$ cat src/rtl/hazard_scoreboard_if.sv
// Issue/writeback/flush bundle between the ID stage and the hazard scoreboard.
interface hazard_scoreboard_if #(
  parameter int NUM_REGS = 32
);
  localparam int CW = $clog2(NUM_REGS + 1);

  logic                issue_valid_ip;
  logic [6:0]          issue_opcode_ip;
  logic [4:0]          issue_src1_addr_ip;
  logic [4:0]          issue_src2_addr_ip;
  logic [4:0]          issue_dest_addr_ip;
  logic                issue_write_reg_en_ip;
  logic [4:0]          WB_reg_dest_ip;
  logic                WB_write_reg_en_ip;
  logic                flush_ip;
  logic                stall_op;
  logic                issue_fire_op;
  logic [NUM_REGS-1:0] pending_op;
  logic [CW-1:0]       pending_cnt_op;

  modport master (
    output issue_valid_ip, issue_opcode_ip, issue_src1_addr_ip, issue_src2_addr_ip,
           issue_dest_addr_ip, issue_write_reg_en_ip, WB_reg_dest_ip, WB_write_reg_en_ip,
           flush_ip,
    input  stall_op, issue_fire_op, pending_op, pending_cnt_op
  );

  modport slave (
    input  issue_valid_ip, issue_opcode_ip, issue_src1_addr_ip, issue_src2_addr_ip,
           issue_dest_addr_ip, issue_write_reg_en_ip, WB_reg_dest_ip, WB_write_reg_en_ip,
           flush_ip,
    output stall_op, issue_fire_op, pending_op, pending_cnt_op
  );
endinterface

$ cat src/rtl/hazard_scoreboard.sv
// Per-register in-flight writer scoreboard for the 5-stage pipe; stall is derived from registered entries.
// Define FORWARDING_EN to stall only on load-to-use (producer is a load still in EX).
module hazard_scoreboard #(
  parameter int NUM_REGS = 32,
  parameter int AGE_W    = 2
) (
  input  logic               clk,
  input  logic               reset,
  hazard_scoreboard_if.slave sb
);
  localparam int CW = $clog2(NUM_REGS + 1);
  localparam logic [6:0] OPC_LOAD   = 7'b0000011;
  localparam logic [6:0] OPC_OPIMM  = 7'b0010011;
  localparam logic [6:0] OPC_STORE  = 7'b0100011;
  localparam logic [6:0] OPC_OP     = 7'b0110011;
  localparam logic [6:0] OPC_BRANCH = 7'b1100011;
  localparam logic [6:0] OPC_JALR   = 7'b1100111;
  localparam logic [AGE_W-1:0] AGE_ONE = AGE_W'(1);
  localparam logic [AGE_W-1:0] AGE_MAX = '1;

  logic [NUM_REGS-1:0]            r_pend, r_load, w_pend_nxt, w_load_nxt, w_hz;
  logic [NUM_REGS-1:0][AGE_W-1:0] r_age, w_age_nxt;
  logic [CW-1:0]                  r_cnt, w_cnt_nxt;
  logic                           w_use1, w_use2, w_hz1, w_hz2, w_stall, w_fire;

  always_comb begin
    w_use1 = 1'b0;
    w_use2 = 1'b0;
    case (sb.issue_opcode_ip)
      OPC_OP, OPC_STORE, OPC_BRANCH: begin w_use1 = 1'b1; w_use2 = 1'b1; end
      OPC_OPIMM, OPC_LOAD, OPC_JALR: w_use1 = 1'b1;
      default: ;
    endcase
  end

  // Without forwarding the RF has no write-through, so an entry still stalls in its WB cycle.
`ifdef FORWARDING_EN
  always_comb begin
    for (int i = 0; i < NUM_REGS; i++)
      w_hz[i] = r_pend[i] & r_load[i] & (r_age[i] == AGE_ONE);
  end
`else
  always_comb w_hz = r_pend;
`endif

  assign w_hz1   = w_use1 & (sb.issue_src1_addr_ip != 5'd0) & w_hz[sb.issue_src1_addr_ip];
  assign w_hz2   = w_use2 & (sb.issue_src2_addr_ip != 5'd0) & w_hz[sb.issue_src2_addr_ip];
  assign w_stall = sb.issue_valid_ip & ~sb.flush_ip & (w_hz1 | w_hz2);
  assign w_fire  = sb.issue_valid_ip & ~w_stall & ~sb.flush_ip;

  // Set beats WB clear for the same rd: the new producer is younger than the one retiring.
  always_comb begin
    w_pend_nxt = r_pend;
    w_load_nxt = r_load;
    w_age_nxt  = r_age;
    for (int i = 1; i < NUM_REGS; i++) begin
      if (w_fire && sb.issue_write_reg_en_ip && (sb.issue_dest_addr_ip == 5'(i))) begin
        w_pend_nxt[i] = 1'b1;
        w_load_nxt[i] = (sb.issue_opcode_ip == OPC_LOAD);
        w_age_nxt[i]  = AGE_ONE;
      end else if (r_pend[i]) begin
        if ((sb.WB_write_reg_en_ip && (sb.WB_reg_dest_ip == 5'(i))) ||
            (sb.flush_ip && (r_age[i] == AGE_ONE))) begin
          w_pend_nxt[i] = 1'b0;
          w_load_nxt[i] = 1'b0;
          w_age_nxt[i]  = '0;
        end else if (r_age[i] != AGE_MAX) begin
          w_age_nxt[i] = r_age[i] + AGE_ONE;
        end
      end
    end
    w_pend_nxt[0] = 1'b0;
    w_load_nxt[0] = 1'b0;
    w_age_nxt[0]  = '0;
  end

  always_comb begin
    w_cnt_nxt = '0;
    for (int i = 0; i < NUM_REGS; i++)
      w_cnt_nxt = w_cnt_nxt + CW'(w_pend_nxt[i]);
  end

  always_ff @(posedge clk or negedge reset) begin
    if (!reset) begin
      r_pend <= '0;
      r_load <= '0;
      r_age  <= '0;
      r_cnt  <= '0;
    end else begin
      r_pend <= w_pend_nxt;
      r_load <= w_load_nxt;
      r_age  <= w_age_nxt;
      r_cnt  <= w_cnt_nxt;
    end
  end

  assign sb.stall_op       = w_stall;
  assign sb.issue_fire_op  = w_fire;
  assign sb.pending_op     = r_pend;
  assign sb.pending_cnt_op = r_cnt;
endmodule
$ cat src/flat_wrapper.sv
// flat-port wrapper written by rule: the top's interface ports become plain ports
module hazard_scoreboard_flat 
#(
  parameter int NUM_REGS = 32,
  parameter int AGE_W    = 2
)
  (clk, reset, sb_issue_valid_ip, sb_issue_opcode_ip, sb_issue_src1_addr_ip, sb_issue_src2_addr_ip, sb_issue_dest_addr_ip, sb_issue_write_reg_en_ip, sb_WB_reg_dest_ip, sb_WB_write_reg_en_ip, sb_flush_ip, sb_stall_op, sb_issue_fire_op, sb_pending_op, sb_pending_cnt_op);
  hazard_scoreboard_if #(.NUM_REGS(NUM_REGS)) sb_i ();
  input  logic clk;
  input  logic reset;
  input wire logic [$bits(sb_i.issue_valid_ip)-1:0] sb_issue_valid_ip;
  input wire logic [$bits(sb_i.issue_opcode_ip)-1:0] sb_issue_opcode_ip;
  input wire logic [$bits(sb_i.issue_src1_addr_ip)-1:0] sb_issue_src1_addr_ip;
  input wire logic [$bits(sb_i.issue_src2_addr_ip)-1:0] sb_issue_src2_addr_ip;
  input wire logic [$bits(sb_i.issue_dest_addr_ip)-1:0] sb_issue_dest_addr_ip;
  input wire logic [$bits(sb_i.issue_write_reg_en_ip)-1:0] sb_issue_write_reg_en_ip;
  input wire logic [$bits(sb_i.WB_reg_dest_ip)-1:0] sb_WB_reg_dest_ip;
  input wire logic [$bits(sb_i.WB_write_reg_en_ip)-1:0] sb_WB_write_reg_en_ip;
  input wire logic [$bits(sb_i.flush_ip)-1:0] sb_flush_ip;
  output wire logic [$bits(sb_i.stall_op)-1:0] sb_stall_op;
  output wire logic [$bits(sb_i.issue_fire_op)-1:0] sb_issue_fire_op;
  output wire logic [$bits(sb_i.pending_op)-1:0] sb_pending_op;
  output wire logic [$bits(sb_i.pending_cnt_op)-1:0] sb_pending_cnt_op;
  assign sb_i.issue_valid_ip = sb_issue_valid_ip;
  assign sb_i.issue_opcode_ip = sb_issue_opcode_ip;
  assign sb_i.issue_src1_addr_ip = sb_issue_src1_addr_ip;
  assign sb_i.issue_src2_addr_ip = sb_issue_src2_addr_ip;
  assign sb_i.issue_dest_addr_ip = sb_issue_dest_addr_ip;
  assign sb_i.issue_write_reg_en_ip = sb_issue_write_reg_en_ip;
  assign sb_i.WB_reg_dest_ip = sb_WB_reg_dest_ip;
  assign sb_i.WB_write_reg_en_ip = sb_WB_write_reg_en_ip;
  assign sb_i.flush_ip = sb_flush_ip;
  assign sb_stall_op = sb_i.stall_op;
  assign sb_issue_fire_op = sb_i.issue_fire_op;
  assign sb_pending_op = sb_i.pending_op;
  assign sb_pending_cnt_op = sb_i.pending_cnt_op;
  hazard_scoreboard #(.NUM_REGS(NUM_REGS), .AGE_W(AGE_W)) u_core (.clk(clk), .reset(reset), .sb(sb_i));
endmodule
$ cat config.mk
export PLATFORM = sky130hd
export DESIGN_NAME = hazard_scoreboard_flat
export DESIGN_NICKNAME = d
export VERILOG_FILES = /design/src/rtl/hazard_scoreboard_if.sv /design/src/rtl/hazard_scoreboard.sv /design/src/flat_wrapper.sv
export SDC_FILE = /design/constraint.sdc
export NUM_CORES = 1
export LEC_CHECK = 0
export ABC_AREA = 1
export BUFFER_PORTS_ARGS = -buffer_cell sky130_fd_sc_hd__buf_2
export CORE_ASPECT_RATIO = 1.2
export CORE_MARGIN = 2
export CORE_UTILIZATION = 28
export DETAILED_ROUTE_END_ITERATION = 16
export PLACE_DENSITY = 0.51
export RECOVER_POWER = 100
export SYNTH_ARGS = -nofsm -noshare
export SYNTH_HDL_FRONTEND = slang
export SYNTH_SLANG_ARGS = --single-unit
$ cat constraint.sdc
create_clock -name clk -period 15.11 [get_ports clk]
set_input_delay 1.511 -clock clk [delete_from_list [all_inputs] [get_ports clk]]
set_output_delay 1.511 -clock clk [all_outputs]
set_load 0.02 [all_outputs]
======== Yosys cells after proc, flatten, opt, wreduce, memory -nomap -nowiden ========
Index checks and enable logic that the tools add are counted.
storage, ports and cells
  bits of input ports ..................... 33
  register bits ........................... 99
  logic and storage cells ................. 682
  output and inout port bits .............. 40
cells by class
  order comparisons ....................... 2
  reduce and logical (&&, ||, !) cells .... 222
  add/sub/neg operators ................... 61
  bitwise operators ....................... 11
  multiplexer cells ....................... 223
  equal/unequal tests ..................... 130
operators by type and width
  operator                                                     number
  two-way mux 2 bit                                            124
  adder 6 x 1 -> 6 bit                                         29
  equality test 5 bit (second input constant)                  32
  two-way mux 1 bit                                            97
  logical AND 1 bit                                            94
  nonzero test 3 bit                                           31
  equality test 5 x 4 -> 1 bit (second input constant)         16
  adder 2 x 1 -> 2 bit (second input constant)                 31
  equality test 2 x 1 -> 1 bit (second input constant)         31
  inequality test 2 bit (second input constant)                31
  AND reduction 2 bit                                          31
  nonzero test 2 bit                                           31
  equality test 5 x 3 -> 1 bit (second input constant)         8
  logical OR 1 bit                                             31
  equality test 5 x 2 -> 1 bit (second input constant)         4
  equality test 7 x 6 -> 1 bit (second input constant)         2
  equality test 7 bit (second input constant)                  2
  less-than comparator 5 x 6 -> 1 bit (second input constant)  2
  binary-select mux 1 bit (select 5 bit)                       2
  equality test 5 x 1 -> 1 bit (second input constant)         2
  nonzero test 5 bit                                           2
  AND 1 bit                                                    8
  equality test 7 x 2 -> 1 bit (second input constant)         1
  equality test 7 x 5 -> 1 bit (second input constant)         1
  5 further kinds                                              6

======== Logic depth before layout (Yosys ltp) ========
  word-level depth ........................ 43
  depth in mapped cells ................... 35
  gate-level depth less buffers ........... 33

======== Least setup slack after synthesis ========
Ideal clock, no wire load.
  path kind ............................... input port to flip-flop
  start ................................... in sb_issue_src1_addr_ip[2]
  end ..................................... reg u_core.r_cnt[5] (netlist: u_core.sb.pending_cnt_op[5])
  cell stages on the path ................. 33
  setup slack ............................. 7.957 ns
  library setup time ...................... 0.119 ns
  data required time ...................... 14.991 ns
  arrival ................................. 7.035 ns
  buffers on the path ..................... 2
  cells stage by stage .................... buf_2 -> inv_1 -> nand3_1 -> nand2_1 -> inv_1 -> nand2_1 -> nand2_1 -> nand2_1 -> nand2_1 -> nor2_1 -> nand2_2 -> nand2_4 -> nor2_8 -> buf_12 -> nand3_2 -> nand2_1 -> ha_1 -> inv_1 -> fa_1 -> fa_1 -> fa_1 -> inv_1 -> fa_1 -> fa_1 -> inv_1 -> fa_1 -> inv_1 -> ha_1 -> nand2_1 -> nor2_1 -> a211oi_1 -> nor2_1 -> o21a_1
on the way
  word-level cells in the longest chain between the ends .. 41
  elaborated cells between the ends (all ways) .. 103
  classes of those cells .................. add/sub: 30; mux: 33; bitwise: 7; reduce/logical: 33
RTL lines
  what                                                                          line                     RTL
  start: declaration                                                            flat_wrapper.sv:13       input wire logic [$bits(sb_i.issue_src1_addr_ip)-1:0] sb_issue_src1_addr_ip;
  binary-select mux 1 bit (select 5 bit) or nonzero test 5 bit (tied branches)  hazard_scoreboard.sv:46  assign w_hz1 = w_use1 & (sb.issue_src1_addr_ip != 5'd0) & w_hz[sb.issue_src1_addr_ip];
  two-way mux 1 bit (not written as such) or AND 1 bit (tied branches)          hazard_scoreboard.sv:46
  AND 1 bit *                                                                   hazard_scoreboard.sv:46
  OR 1 bit *                                                                    hazard_scoreboard.sv:48  assign w_stall = sb.issue_valid_ip & ~sb.flush_ip & (w_hz1 | w_hz2);
  AND 1 bit *                                                                   hazard_scoreboard.sv:48
  NOT 1 bit *                                                                   hazard_scoreboard.sv:49  assign w_fire = sb.issue_valid_ip & ~w_stall & ~sb.flush_ip;
  AND 1 bit * (2 in series)                                                     hazard_scoreboard.sv:49
  named net sb_issue_fire_op                                                    flat_wrapper.sv:21       output wire logic [$bits(sb_i.issue_fire_op)-1:0] sb_issue_fire_op;
  logical AND 1 bit * (2 in series)                                             hazard_scoreboard.sv:57  if (w_fire && sb.issue_write_reg_en_ip && (sb.issue_dest_addr_ip == 5'(i))) begin
  two-way mux 1 bit *                                                           hazard_scoreboard.sv:57
  named net u_core.w_pend_nxt[1]                                                hazard_scoreboard.sv:21  logic [NUM_REGS-1:0] r_pend, r_load, w_pend_nxt, w_load_nxt, w_hz;
  adder 1 x 1 -> 2 bit *                                                        hazard_scoreboard.sv:80  w_cnt_nxt = w_cnt_nxt + CW'(w_pend_nxt[i]);
  adder 6 x 1 -> 6 bit * (29 in series)                                         hazard_scoreboard.sv:80
  named net u_core.w_cnt_nxt[5]                                                 hazard_scoreboard.sv:23  logic [CW-1:0] r_cnt, w_cnt_nxt;
  end signal: assignment                                                        hazard_scoreboard.sv:93  r_cnt <= w_cnt_nxt;
  end: declaration                                                              hazard_scoreboard.sv:23
The timed path passes the listed nets; every way through them passes the cells marked *. The select of a mux whose other input is x is not followed.
A chain may end at the register's enable or synchronous reset.

======== Final worst setup path ========
  start ................................... in sb_issue_src1_addr_ip[0]
  end ..................................... reg u_core.r_cnt[5] (netlist: u_core.sb.pending_cnt_op[5])
on the way
  word-level cells in the longest chain between the ends .. 41
  elaborated cells between the ends (all ways) .. 103
  classes of those cells .................. add/sub: 30; mux: 33; bitwise: 7; reduce/logical: 33
RTL lines
  what                                                                          line
  binary-select mux 1 bit (select 5 bit) or nonzero test 5 bit (tied branches)  hazard_scoreboard.sv:46
  two-way mux 1 bit (not written as such) or AND 1 bit (tied branches)          hazard_scoreboard.sv:46
  AND 1 bit *                                                                   hazard_scoreboard.sv:46
  OR 1 bit *                                                                    hazard_scoreboard.sv:48
  AND 1 bit *                                                                   hazard_scoreboard.sv:48
  NOT 1 bit *                                                                   hazard_scoreboard.sv:49
  AND 1 bit * (2 in series)                                                     hazard_scoreboard.sv:49
  logical AND 1 bit * (2 in series)                                             hazard_scoreboard.sv:57
  two-way mux 1 bit *                                                           hazard_scoreboard.sv:57
  named net u_core.w_pend_nxt[1]                                                hazard_scoreboard.sv:21
  adder 1 x 1 -> 2 bit *                                                        hazard_scoreboard.sv:80
  adder 6 x 1 -> 6 bit * (29 in series)                                         hazard_scoreboard.sv:80
  named net u_core.w_cnt_nxt[5]                                                 hazard_scoreboard.sv:23
Marked as above.

==> results.ini <==
[finish]
layout.cells.most_common=nand2_1
drive_gt1_share_pct=6.809
n_antenna_cell=0
layout.nets=1298
stdcell_count=1554
area_growth_pct=10.24
layout_common_cells=nand2_1 (248), inv_1 (209), nor2_1 (158)

[placement]
gp_congestion=0.8548
dp_cells=1539
dp_hpwl_um=18920
io_buffers=71

[worst_setup_path]
end_kind=flop
slowest_delay_ns=2.57
rrSetupSlack_ns=6.25
critical_path_arrival_ns=11.01
crit_required_ns=15.36
crit_slowest_cell=nor2_1
r2r_end=u_core.sb.pending_cnt_op[5]
crit_top_cell=nand2_1
cp-start-kind=primary input
endpoint=u_core.sb.pending_cnt_op[5]
crit_path_max_fanout=32
cp-startpoint=sb_issue_src1_addr_ip[0]
r2r_start=u_core.sb.pending_op[6]
crit_type=in2reg
reg2reg_depth=28

[detailed_routing]
wirelength_um=24380
num_vias=7121
dr.pass1.iters=7
ant_nets=0
drcViolationCount=0
wl_per_cell_um=15.69
via_per_inst=4.582
drt_iter0_drc=431

[pwr]
p_sw_share_pct=39.69
power_per_cell_area_nw_per_um2=119.4
p_leak_nw=4.173
ir_drop_v=0.00005961
p_int_mw=0.6333
p_switching_mw=0.4168
p_seq_share_pct=41.6
clockPowerShare_pct=22.4
comb_power_share_pct=36.0

[timing]
relSlewSlack_pct=-139.2
timing.fmax_mhz=92.92
worst_pin_slew_ns=3.574
min_period_over_period_pct=71.22
hold_viol_final=0
fin_tns_setup_ns=0
drv_slew=167
period_needed_ns=10.76
fin_skew_ns=0.01128
rsz0062_at_grt=no
setup_viol=0

[yosys]
synth_compound_area_share_pct=8.064
synth_largest_area_cell=dfrtp_1
yosys_most_used_dff=dfrtp_1
synth_edf_count=0
synth.distinct_cells=32
synth_top_family_by_area=simple AND/OR/NAND/NOR gates
netlist_instances=1113
synth_xor_area_share_pct=0.3295
yosys-top-cells-area=dfrtp_1 (31%), nand2_1 (12%), ha_1 (11%), inv_1 (9.8%), nor2_1 (7.4%)
yosys-mux-area-fraction_pct=0
synth_top_area_share_pct=31.06
yosysSeqAreaShare_pct=31.06
synth_seq_cells=99
synth_adder_area_share_pct=16.91
synth_area_um2=7975
async_flop_share_pct=100.0
yosys_warnings=0
synth_nets=1240
synth-simple-area-share_pct=30.99
avgSynthCellArea_um2=7.165

[run_status]
outcome=finished with violations
violations=capacitance limit, slew limit

[global_routing]
antenna_found_initial=3
grt_max_degree=53
first_global_vias=6824
globalRouteOverflowTotal=0
grt_pass1_wl_um=37890
grt_usage_pct=16.92

[clock_network]
hold_buffers=0
post-cts-setup-buffer-count=0
numCtsBuffers=9
clockRootBuffer=clkbuf_16
clk_pin_slew_worst_paths_ns=0.06
cts_tree=yes
cts_buffer_depth=2
h-tree-depth=3
clock_sinks=99
clock_latency_ns=0.37
ctsResizeCount=0

[flow_run]
max_cap_violations=4

[die]
die_width_um=158.1
start_util_pct=28.48
ioPinCount=73
die_h_um=188.9
core_area_um2=28000
fp-row-count=67
die-area_um2=29850

[min_path]
holdCritPathClass=reg2reg

state kept, by name (all words and copies together), names as in the netlist:
register                  cells
u_core.r_age                 62
u_core.sb.pending_op         31
u_core.sb.pending_cnt_op      6
cell type report:
cell class	instances	area, um^2
clock inverters	2	37.54
clock buffers	13	240.2
multi-input cells	777	4454
well taps	379	474.2
flip-flops and latches	99	2477
fillers	3137	19210
inverters	211	793.3
repair buffers	73	315.3
worst min-delay path by stage:
| stage | start | to | cells past startpoint |
|---|---|---|---|
| after CTS | u_core.r_age[3] | u_core.r_age[3] | 2 |
| after global routing | u_core.r_age[58] | u_core.r_age[58] | 2 |
| after floorplan | u_core.r_age[4] | u_core.r_age[4] | 2 |
| final | u_core.r_age[58] | u_core.r_age[58] | 2 |
| after global placement | u_core.r_age[23] | u_core.r_age[23] | 2 |
| after detailed placement | u_core.r_age[34] | u_core.r_age[34] | 2 |
synthesized netlist by cell type, types with 8 or more instances:
cell / number
nand2_1: 247
inv_1: 209
nor2_1: 157
dfrtp_1: 99
ha_1: 71
o21ai_0: 60
nor3_1: 58
a21oi_1: 57
nand3_1: 52
nand3_2: 32
fa_1: 23
buf_4: 8
clkbuf_1: 8
metrics by stage:
step	power, mW	setup WS (ns)	hold WS (ns)	instance area, um^2	utilization (%)
after CTS	1.066	7.424	0.5662	8890	31.75
after global placement	0.8177	7.133	0.5435	8612	30.76
after floorplan	0.7169	7.957	0.5177	7975	-
final	1.050	4.348	0.5585	8792	31.40
after detailed placement	0.8286	7.040	0.5489	8612	30.76
after global routing	1.156	3.517	0.5932	8792	31.40
power by group through the flow:
stage | Combinational (mW) | Sequential (mW) | Clock [mW]
after detailed placement | 0.387 | 0.441 | 0
after CTS | 0.389 | 0.436 | 0.241
after floorplan | 0.290 | 0.427 | 0
after global placement | 0.380 | 0.438 | 0
after global routing | 0.453 | 0.450 | 0.253
final | 0.378 | 0.437 | 0.235
routing by layer:
metal,up-vias,track usage (%),wire [um]
li1,3572,-,-
met1,3329,21.57,10650
met2,181,29.30,11930
met3,33,2.838,1313
met4,6,4.851,452
met5,-,0,38
kinds of logic (layout without fill, tap and decap cells):
logic type,count (synthesis),in the layout
xor gates and xnor gates,3,3
AOI/OAI and AO/OA,125,125
buffers and inverters,237,299
DFF,99,99
adders and majority gates,94,94
and+or+nand+nor,554,554
other,1,1
worst max-delay path, delay by kind of cell:
kind | cells | cell delay [ns]
fa+ha+maj | 8 | 3.51
compound gates | 2 | 0.48
buf+inv | 6 | 1.57
simple gates | 16 | 3.92
(Power assumes the default switching activity.)
